### config.mk
export PLATFORM = sky130hd
export DESIGN_NAME = uart_ahb_master
export DESIGN_NICKNAME = d
export VERILOG_FILES = /design/src/rtl/uart_ahb_master.sv
export SDC_FILE = /design/constraint.sdc
export NUM_CORES = 1
export LEC_CHECK = 0
export CAP_MARGIN = 0
export CORE_ASPECT_RATIO = 0.5
export CORE_MARGIN = 1
export CORE_UTILIZATION = 60
export CTS_CLUSTER_SIZE = 24
export DETAILED_ROUTE_END_ITERATION = 8
export PLACE_DENSITY = 0.87
export SYNTH_ARGS = -nofsm -noshare
export SYNTH_HDL_FRONTEND = slang
export SYNTH_HIERARCHICAL = 1
export SYNTH_SLANG_ARGS = --single-unit
export TNS_END_PERCENT = 10
### constraint.sdc
create_clock -name HCLK_I -period 5.7 [get_ports HCLK_I]
set_clock_uncertainty 0.1 [all_clocks]
set_input_delay 1.14 -clock HCLK_I [delete_from_list [all_inputs] [get_ports HCLK_I]]
set_output_delay 1.14 -clock HCLK_I [all_outputs]
set_load 0.02 [all_outputs]
### src/rtl/uart_ahb_master.sv
// Serial debug bridge: UART command frames in, single-word AHB transfers out,
// status byte (plus read data) back over UART. Contains the small uart core it
// uses for bit timing, followed by the bridge top.

// uart core: fractional-baud tick generator, 16x oversampled receiver and
// transmitter, 8N1, LSB first on the wire.
module uart_core (
  input  logic        CLK_I,
  input  logic        RST_N_I,
  input  logic [10:0] ADD_I,
  input  logic        RX_I,
  output logic        TX_O,
  input  logic        TX_VALID_I,
  input  logic [7:0]  TX_DATA_I,
  output logic        TX_BUSY_O,
  output logic        RX_VALID_O,
  output logic [7:0]  RX_DATA_O,
  output logic        RX_ERR_O
);
  logic [11:0] acc;
  logic        tick;
  logic [2:0]  rx_sync;
  logic        rx_busy;
  logic [3:0]  rx_tcnt;
  logic [3:0]  rx_bcnt;
  logic [7:0]  rx_sh;
  logic [9:0]  tx_sh;
  logic [3:0]  tx_tcnt;
  logic [3:0]  tx_bcnt;

  // Phase accumulator: carry-out is the 16x oversampling tick
  always_ff @(posedge CLK_I or negedge RST_N_I) begin
    if (!RST_N_I) {tick, acc} <= 13'd0;
    else          {tick, acc} <= {1'b0, acc} + {2'b00, ADD_I};
  end

  // Receiver: start on a falling edge, sample each bit at its middle tick
  always_ff @(posedge CLK_I or negedge RST_N_I) begin
    if (!RST_N_I) begin
      rx_sync    <= 3'b111;
      rx_busy    <= 1'b0;
      rx_tcnt    <= 4'd0;
      rx_bcnt    <= 4'd0;
      rx_sh      <= 8'd0;
      RX_VALID_O <= 1'b0;
      RX_DATA_O  <= 8'd0;
      RX_ERR_O   <= 1'b0;
    end else begin
      rx_sync    <= {rx_sync[1:0], RX_I};
      RX_VALID_O <= 1'b0;
      RX_ERR_O   <= 1'b0;
      if (!rx_busy) begin
        // edge-triggered start so a low stop bit cannot re-trigger a frame
        if (rx_sync[2] && !rx_sync[1]) begin
          rx_busy <= 1'b1;
          rx_tcnt <= 4'd0;
          rx_bcnt <= 4'd0;
        end
      end else if (tick) begin
        rx_tcnt <= rx_tcnt + 4'd1;
        if (rx_tcnt == 4'd7) begin
          if (rx_bcnt == 4'd0) begin
            if (rx_sync[1]) rx_busy <= 1'b0;
            else            rx_bcnt <= 4'd1;
          end else if (rx_bcnt == 4'd9) begin
            rx_busy <= 1'b0;
            if (rx_sync[1]) begin
              RX_VALID_O <= 1'b1;
              RX_DATA_O  <= rx_sh;
            end else begin
              RX_ERR_O <= 1'b1;
            end
          end else begin
            rx_sh   <= {rx_sync[1], rx_sh[7:1]};
            rx_bcnt <= rx_bcnt + 4'd1;
          end
        end
      end
    end
  end

  // Transmitter: shift {stop, data, start} out, one bit per 16 ticks
  always_ff @(posedge CLK_I or negedge RST_N_I) begin
    if (!RST_N_I) begin
      tx_sh     <= 10'h3FF;
      tx_tcnt   <= 4'd0;
      tx_bcnt   <= 4'd0;
      TX_BUSY_O <= 1'b0;
    end else if (!TX_BUSY_O) begin
      if (TX_VALID_I) begin
        tx_sh     <= {1'b1, TX_DATA_I, 1'b0};
        tx_tcnt   <= 4'd0;
        tx_bcnt   <= 4'd0;
        TX_BUSY_O <= 1'b1;
      end
    end else if (tick) begin
      tx_tcnt <= tx_tcnt + 4'd1;
      if (tx_tcnt == 4'd15) begin
        tx_sh <= {1'b1, tx_sh[9:1]};
        if (tx_bcnt == 4'd9) TX_BUSY_O <= 1'b0;
        else                 tx_bcnt   <= tx_bcnt + 4'd1;
      end
    end
  end

  assign TX_O = tx_sh[0];
endmodule

// Bridge top: command FSM driving the AHB master interface
module uart_ahb_master #(
  parameter logic [10:0] CLK_ADD = 11'd629,
  parameter logic [31:0] TIMEOUT = 32'd50000000
) (
  input  logic        HCLK_I,
  input  logic        HRESET_N_I,
  input  logic        RX_I,
  output logic        TX_O,
  output logic        BUSY_O,
  output logic [31:0] HADDR_O,
  output logic [1:0]  HTRANS_O,
  output logic        HWRITE_O,
  output logic [2:0]  HSIZE_O,
  output logic [31:0] HWDATA_O,
  input  logic [31:0] HRDATA_I,
  input  logic        HREADY_I,
  input  logic        HRESP_I
);
  localparam logic [2:0] S_IDLE      = 3'd0;
  localparam logic [2:0] S_GET_ADDR  = 3'd1;
  localparam logic [2:0] S_GET_DATA  = 3'd2;
  localparam logic [2:0] S_BUS_ADDR  = 3'd3;
  localparam logic [2:0] S_BUS_DATA  = 3'd4;
  localparam logic [2:0] S_SEND_HDR  = 3'd5;
  localparam logic [2:0] S_SEND_DATA = 3'd6;

  logic [2:0]  state;
  logic        is_wr;
  logic        nak;
  logic [2:0]  byte_cnt;
  logic [31:0] timer;
  logic [31:0] addr;
  logic [31:0] wdata;
  logic [31:0] rdata;
  logic        tx_pulse;
  logic [7:0]  tx_byte;
  logic        tx_busy;
  logic        rx_valid;
  logic        rx_err;
  logic [7:0]  rx_data;

  uart_core u_uart (
    .CLK_I      (HCLK_I),
    .RST_N_I    (HRESET_N_I),
    .ADD_I      (CLK_ADD),
    .RX_I       (RX_I),
    .TX_O       (TX_O),
    .TX_VALID_I (tx_pulse),
    .TX_DATA_I  (tx_byte),
    .TX_BUSY_O  (tx_busy),
    .RX_VALID_O (rx_valid),
    .RX_DATA_O  (rx_data),
    .RX_ERR_O   (rx_err)
  );

  assign HSIZE_O = 3'b010;
  assign BUSY_O  = (state != S_IDLE);

  // Command FSM: frame capture, AHB transfer, response transmission
  always_ff @(posedge HCLK_I or negedge HRESET_N_I) begin
    if (!HRESET_N_I) begin
      state    <= S_IDLE;
      is_wr    <= 1'b0;
      nak      <= 1'b0;
      byte_cnt <= 3'd0;
      timer    <= 32'd0;
      addr     <= 32'd0;
      wdata    <= 32'd0;
      rdata    <= 32'd0;
      tx_pulse <= 1'b0;
      tx_byte  <= 8'd0;
      HADDR_O  <= 32'd0;
      HTRANS_O <= 2'b00;
      HWRITE_O <= 1'b0;
      HWDATA_O <= 32'd0;
    end else begin
      tx_pulse <= 1'b0;
      case (state)
        S_IDLE: begin
          if (rx_err) begin
            nak   <= 1'b1;
            state <= S_SEND_HDR;
          end else if (rx_valid) begin
            if (rx_data == 8'h52 || rx_data == 8'h57) begin
              is_wr    <= (rx_data == 8'h57);
              nak      <= 1'b0;
              byte_cnt <= 3'd0;
              timer    <= 32'd0;
              state    <= S_GET_ADDR;
            end else begin
              nak   <= 1'b1;
              state <= S_SEND_HDR;
            end
          end
        end
        S_GET_ADDR, S_GET_DATA: begin
          if (rx_err) begin
            nak   <= 1'b1;
            state <= S_SEND_HDR;
          end else if (rx_valid) begin
            timer    <= 32'd0;
            byte_cnt <= byte_cnt + 3'd1;
            if (state == S_GET_ADDR) addr  <= {addr[23:0], rx_data};
            else                     wdata <= {wdata[23:0], rx_data};
            if (byte_cnt == 3'd3) begin
              byte_cnt <= 3'd0;
              if (state == S_GET_ADDR && is_wr) begin
                state <= S_GET_DATA;
              end else begin
                // address phase starts on the cycle right after the last byte
                state    <= S_BUS_ADDR;
                HTRANS_O <= 2'b10;
                HWRITE_O <= is_wr;
                HADDR_O  <= (state == S_GET_ADDR) ? {addr[23:0], rx_data[7:2], 2'b00}
                                                  : {addr[31:2], 2'b00};
              end
            end
          end else if (timer >= TIMEOUT - 32'd1) begin
            state <= S_IDLE;
          end else begin
            timer <= timer + 32'd1;
          end
        end
        S_BUS_ADDR: begin
          if (HREADY_I) begin
            HTRANS_O <= 2'b00;
            HWDATA_O <= wdata;
            state    <= S_BUS_DATA;
          end
        end
        S_BUS_DATA: begin
          if (HREADY_I) begin
            rdata    <= HRDATA_I;
            nak      <= HRESP_I;
            HWRITE_O <= 1'b0;
            state    <= S_SEND_HDR;
          end
        end
        S_SEND_HDR: begin
          // one-cycle gap after a pulse lets the core's busy flag rise
          if (!tx_busy && !tx_pulse) begin
            tx_pulse <= 1'b1;
            tx_byte  <= nak ? 8'h15 : 8'h06;
            byte_cnt <= 3'd0;
            state    <= (!is_wr && !nak) ? S_SEND_DATA : S_IDLE;
          end
        end
        S_SEND_DATA: begin
          if (!tx_busy && !tx_pulse) begin
            tx_pulse <= 1'b1;
            tx_byte  <= rdata[31:24];
            rdata    <= {rdata[23:0], 8'h00};
            byte_cnt <= byte_cnt + 3'd1;
            if (byte_cnt == 3'd3) state <= S_IDLE;
          end
        end
        default: state <= S_IDLE;
      endcase
    end
  end
endmodule

# Yosys cells after proc, flatten, opt, wreduce, memory -nomap -nowiden
# Cells that the tools add are included.
[classes] n_addsub=7 n_lt_le_gt_ge=1 eq_ne=37 mux=102 n_bitwise=5 reduce_logical=44
[op_table] operator="2-to-1 mux 32 bit" count=9
[op_table] operator="case mux 32 bit (2 select lines)" count=2
[op_table] operator="2-to-1 mux 4 bit" count=16
[op_table] operator="2-to-1 mux 3 bit" count=21
[op_table] operator="2-to-1 mux 10 bit" count=4
[op_table] operator="2-to-1 mux 1 bit" count=36
[op_table] operator="adder 32 x 1 -> 32 bit (second input constant)" count=1
[op_table] operator=">= comparator 32 x 26 -> 1 bit (second input constant)" count=1
[op_table] operator="!= test 2 bit (second input constant)" count=14
[op_table] operator="AND reduction 6 bit" count=4
[op_table] operator="AND reduction 4 bit" count=5
[op_table] operator="case mux 3 bit (6 select lines)" count=1
[op_table] operator="adder 4 x 1 -> 4 bit (second input constant)" count=4
[op_table] operator="equality test 8 x 7 -> 1 bit (second input constant)" count=2
[op_table] operator="2-to-1 mux 8 bit" count=2
[op_table] operator="case mux 8 bit (2 select lines)" count=1
[op_table] operator="AND reduction 8 bit" count=2
[op_table] operator="AND reduction 5 bit" count=3
[op_table] operator="nonzero test 2 bit" count=7
[op_table] operator="adder 12 x 10 -> 13 bit (second input constant)" count=1
[op_table] operator="equality test 4 bit (second input constant)" count=3
[op_table] operator="case mux 3 bit (4 select lines)" count=1
[op_table] operator="2-to-1 mux 2 bit" count=5
[op_table] operator="equality test 3 x 2 -> 1 bit (second input constant)" count=3
[op_table] operator="other kinds (25)" count=48
[word_totals] register_bits=274 input_bits=37 out_inout_bits=72 word_cells=224

# Logic depth before layout (Yosys ltp)
[logic_depth] depth_word=7 depth_mapped=9

# Cells and area by module
# The synthesis kept the hierarchy.
[modules_own_cells] module="uart_ahb_master" n_inst=1 cells_per_inst=830 area_each_um2=9384.0 seq_area_each_um2=5230.0
[modules_own_cells] module="uart_core" n_inst=1 cells_per_inst=283 area_each_um2=3056.7 seq_area_each_um2=1541.5

# Worst setup path before layout
# OpenSTA, ideal clock, no wires.
[synth_path] kind="input -> register" start="input HREADY_I" end="register HWDATA_O[1]" setup_time_ps=128 arrival_ps=2201 slack_ps=3271 path_stages=5 path_buffers=2 path_cell_list="inv_1 or3_1 clkbuf_1 buf_1 mux2_1"
[synth_between] elab_chain_cells=1
[synth_rtl] element="start: declaration" line_no="125" text="input logic HREADY_I,"
[synth_rtl] element="AND reduction 2 bit (no source line)"
[synth_rtl] element="end signal: assignment" line_no="236" text="HWDATA_O <= wdata;"
[synth_rtl] element="end: declaration" line_no="123" text="output logic [31:0] HWDATA_O,"
# Every way passes these cells.
# A chain may end at the register's enable or synchronous reset.

# Worst setup path after layout
[layout_path] start="register state[2]" end="output BUSY_O"
[layout_between] elab_chain_cells=1
[layout_rtl] element="start: declaration" line_no="136" text="logic [2:0] state;"
[layout_rtl] element="start signal: assignment" line_no="254" text="state <= (!is_wr && !nak) ? S_SEND_DATA : S_IDLE;"
[layout_rtl] element="nonzero test 3 bit" line_no="166" text="assign BUSY_O = (state != S_IDLE);"
[layout_rtl] element="end: declaration" line_no="118" text="output logic BUSY_O,"
# Every way passes these cells.

==> flow_summary.yaml <==
critical_path:
  critical_path.slowest_cell: "dfrtp_1"
  r2r-end: "timer[16]"
  worstPathMaxFanout: 23
  worst-r2r-cell-count: 6
  cp-endpoint: "BUSY_O"
  path_buf_inv: 2
  critical_path_required_ps: 4460
  crit_chain: "nor3_1 -> inv_1 -> clkdlybuf4s50_1"
  cpPeakStageDelay_ps: 600
  worst-r2r-setup-slack_ps: 2520
  crit_start: "state[2]"
  cpLargestDelayFamily: "buffers and inverters"
  arrival_ps: 2400
  cp-end-kind: "output port"
  cp.depth: 3
  crit_path_start_kind: "flip-flop"
  critical_path_class: "reg2out"
  timing.rr.start: "state[1]"
floorplanning:
  die_x_um: 205.6
  start_util: 0.6263
  die_area_mm2: 0.02135
  die_y_um: 103.8
  fp-row-count: 36
  design.portCount: 109
  coreArea_mm2: 0.01986
power_and_ir_drop:
  max-vdd-ir-drop_v: 0.0002378
  p_total_mw: 5.385
  powerDensity_mw_per_mm2: 373.6
  leakage_nw: 6.574
yosys:
  synth_cells: 1113
  syn_area_mm2: 0.01244
  synth_edf_count: 0
  yosys-top-cells-count: "dfrtp_1 (258), nand2_1 (146), o21ai_0 (116)"
  yosys_warnings: 6
  synth_most_common_cell: "dfrtp_1"
  synth.distinct_cells: 72
  synth_top_area_frac: 0.5190
  ys_ff_latch: 270
  avgSynthCellArea_um2: 11.18
  synth_seq_area_share: 0.5443
  synth_area_leaders: "dfrtp_1 (52%), mux2_2 (9.3%), mux2i_1 (5.1%)"
  yosysTopAreaCell: "dfrtp_1"
  async_flop_share: 1.000
  ys.flop_type: "dfrtp_1"
sta:
  tns_ps: 0
  fmax_mhz: 274.8
  rsz0062_at_grt: "false"
  final.period_utilization: 0.6385
  setup_violations: 0
  finalHoldViolations: 0
  relSlewSlack: 0.1692
  tightest_slew_ps: 1243
  slew_viol_final: 0
  finalCriticalPeriod_ps: 3639
routing:
  vias: 8649
  wire_per_inst_um: 17.04
  drt_pass1_iterations: 6
  wl_mm: 25.26
  via_per_inst: 5.836
  drt_iter0_markers: 776
  drc: 0
  ant_nets: 0
clock_tree:
  cts_tree: "built"
  htreeDepth: 1
  clk_latency_ps: 520
  postCtsHoldBufs: 0
  cts_setup_buffers: 0
  numCtsBuffers: 23
  cts_root_buffer: "clkbuf_16"
  clk_pin_slew_ps: 70
  cts_resized: 0
  clockBufferDepth: 3
  cts_sinks: 270
grt:
  grt_pass1_wl_mm: 42.51
  grt_use_met2: 0.4072
  grt_pass1_vias: 8623
  grt_max_degree: 114
  grt.met3_usage: 0.03367
  top_usage_layer: "met2"
  met1_usage: 0.3364
  grtUsageTotal: 0.2423
  grt_remaining_overflow: 0
  antenna_found_initial: 0
run_status:
  status: "finished clean"
cells_and_area:
  stdcell_area_mm2: 0.01442
  areaGrowthSynthToFinish_pct: 15.87
  drive_gt1_frac: 0.1530
  regArea_mm2: 0.006771
  multi_input_area_mm2: 0.005350
  fillCellCount: 1305
  fin_util: 0.7257
  final_net_count: 1259
  diodes: 0
placement:
  dpl_cell_area_mm2: 0.01365
  hpwl_mm: 16.50
  port_buffers: 102
  gp_congestion: 0.8628
flow_run:
  drv_cap: 0
hold_path:
  hold_class: "reg2reg"
## flip-flops by register name, summed over array words and instances (netlist names), 3 cells and up
name,flops
HADDR_O,30
HWDATA_O,32
addr,32
byte_cnt,3
rdata,32
state,3
timer,32
tx_byte,8
u_uart/RX_DATA_O,8
u_uart/acc,12
u_uart/rx_bcnt,4
u_uart/rx_sh,8
u_uart/rx_sync,3
u_uart/rx_tcnt,4
u_uart/tx_bcnt,4
u_uart/tx_sh,9
u_uart/tx_tcnt,4
wdata,32
## layout by cell type (no fill, tap or decap), drive strengths merged, types with 4 or more instances in the layout
cell / n
a21boi: 6
a21o: 5
a21oi: 28
buf: 8
nor4: 6
a211oi: 4
nand4: 14
and2: 4
nand2b: 4
clkdlybuf4s50: 101
and3: 8
dfrtp: 258
clkbuf: 35
nand3: 26
a22o: 5
nor2: 31
nand2: 146
xor2: 9
o31ai: 12
nor3: 13
o21a: 11
clkinv: 4
xnor2: 11
o41ai: 5
mux2: 115
a31oi: 7
dfstp: 12
mux2i: 63
inv: 29
ha: 22
o21ai: 140
conb: 18
nor2b: 10
## power breakdown
group	total (mW)	internal (mW)	switching, mW
registers	2.39	2.17	0.225
logic	1.39	0.558	0.832
clock network	1.60	0.898	0.706
total	5.39	3.62	1.76
## how the worst min path moves through the flow
stage | to | depth (start not counted) | start
2_1_floorplan | u_uart/rx_sync[1] | 0 | u_uart/rx_sync[0]
3_3_place_gp | u_uart/rx_sync[1] | 0 | u_uart/rx_sync[0]
3_5_place_dp | u_uart/rx_sync[1] | 0 | u_uart/rx_sync[0]
6_report | u_uart/rx_sync[1] | 0 | u_uart/rx_sync[0]
4_1_cts | u_uart/rx_sync[1] | 0 | u_uart/rx_sync[0]
5_1_grt | u_uart/rx_sync[1] | 0 | u_uart/rx_sync[0]
## kinds of logic after synthesis
family                     Yosys count  share of synthesized area
muxes                              178                     0.1548
xor gates and xnor gates            20                    0.01408
buffers and inverters               91                    0.03238
and+or+nand+nor                    290                     0.1134
adders and majority gates           23                    0.02374
AOI/OAI and AO/OA                  239                     0.1167
DFF                                270                     0.5443
other                                2                  0.0006037
## area by class of cell
cell class / count / area share
Sequential cell: 270 / 0.4697
Multi-Input combinational cell: 768 / 0.3711
Inverter: 27 / 0.007031
Tap cell: 266 / 0.02309
Clock buffer: 35 / 0.04861
Timing Repair Buffer: 109 / 0.07569
Clock inverter: 7 / 0.004687
## routing by layer
layer,wire length [um],vias to the layer above
met5,0,-
met4,451,0
met3,1056,44
met2,12580,202
met1,11170,4302
li1,-,4101
## per-stage QoR
step | std cells | hold WS, ps | worst slack, ps
floorplan | 1129 | 245.2 | 3271
global placement | 1440 | 248.1 | 2507
detailed placement | 1440 | 250.3 | 2374
CTS | 1482 | 253.4 | 2068
global route | 1482 | 252.5 | 1961
finish | 1482 | 253.5 | 2061
Note: power is estimated with default switching activity, not from simulation.
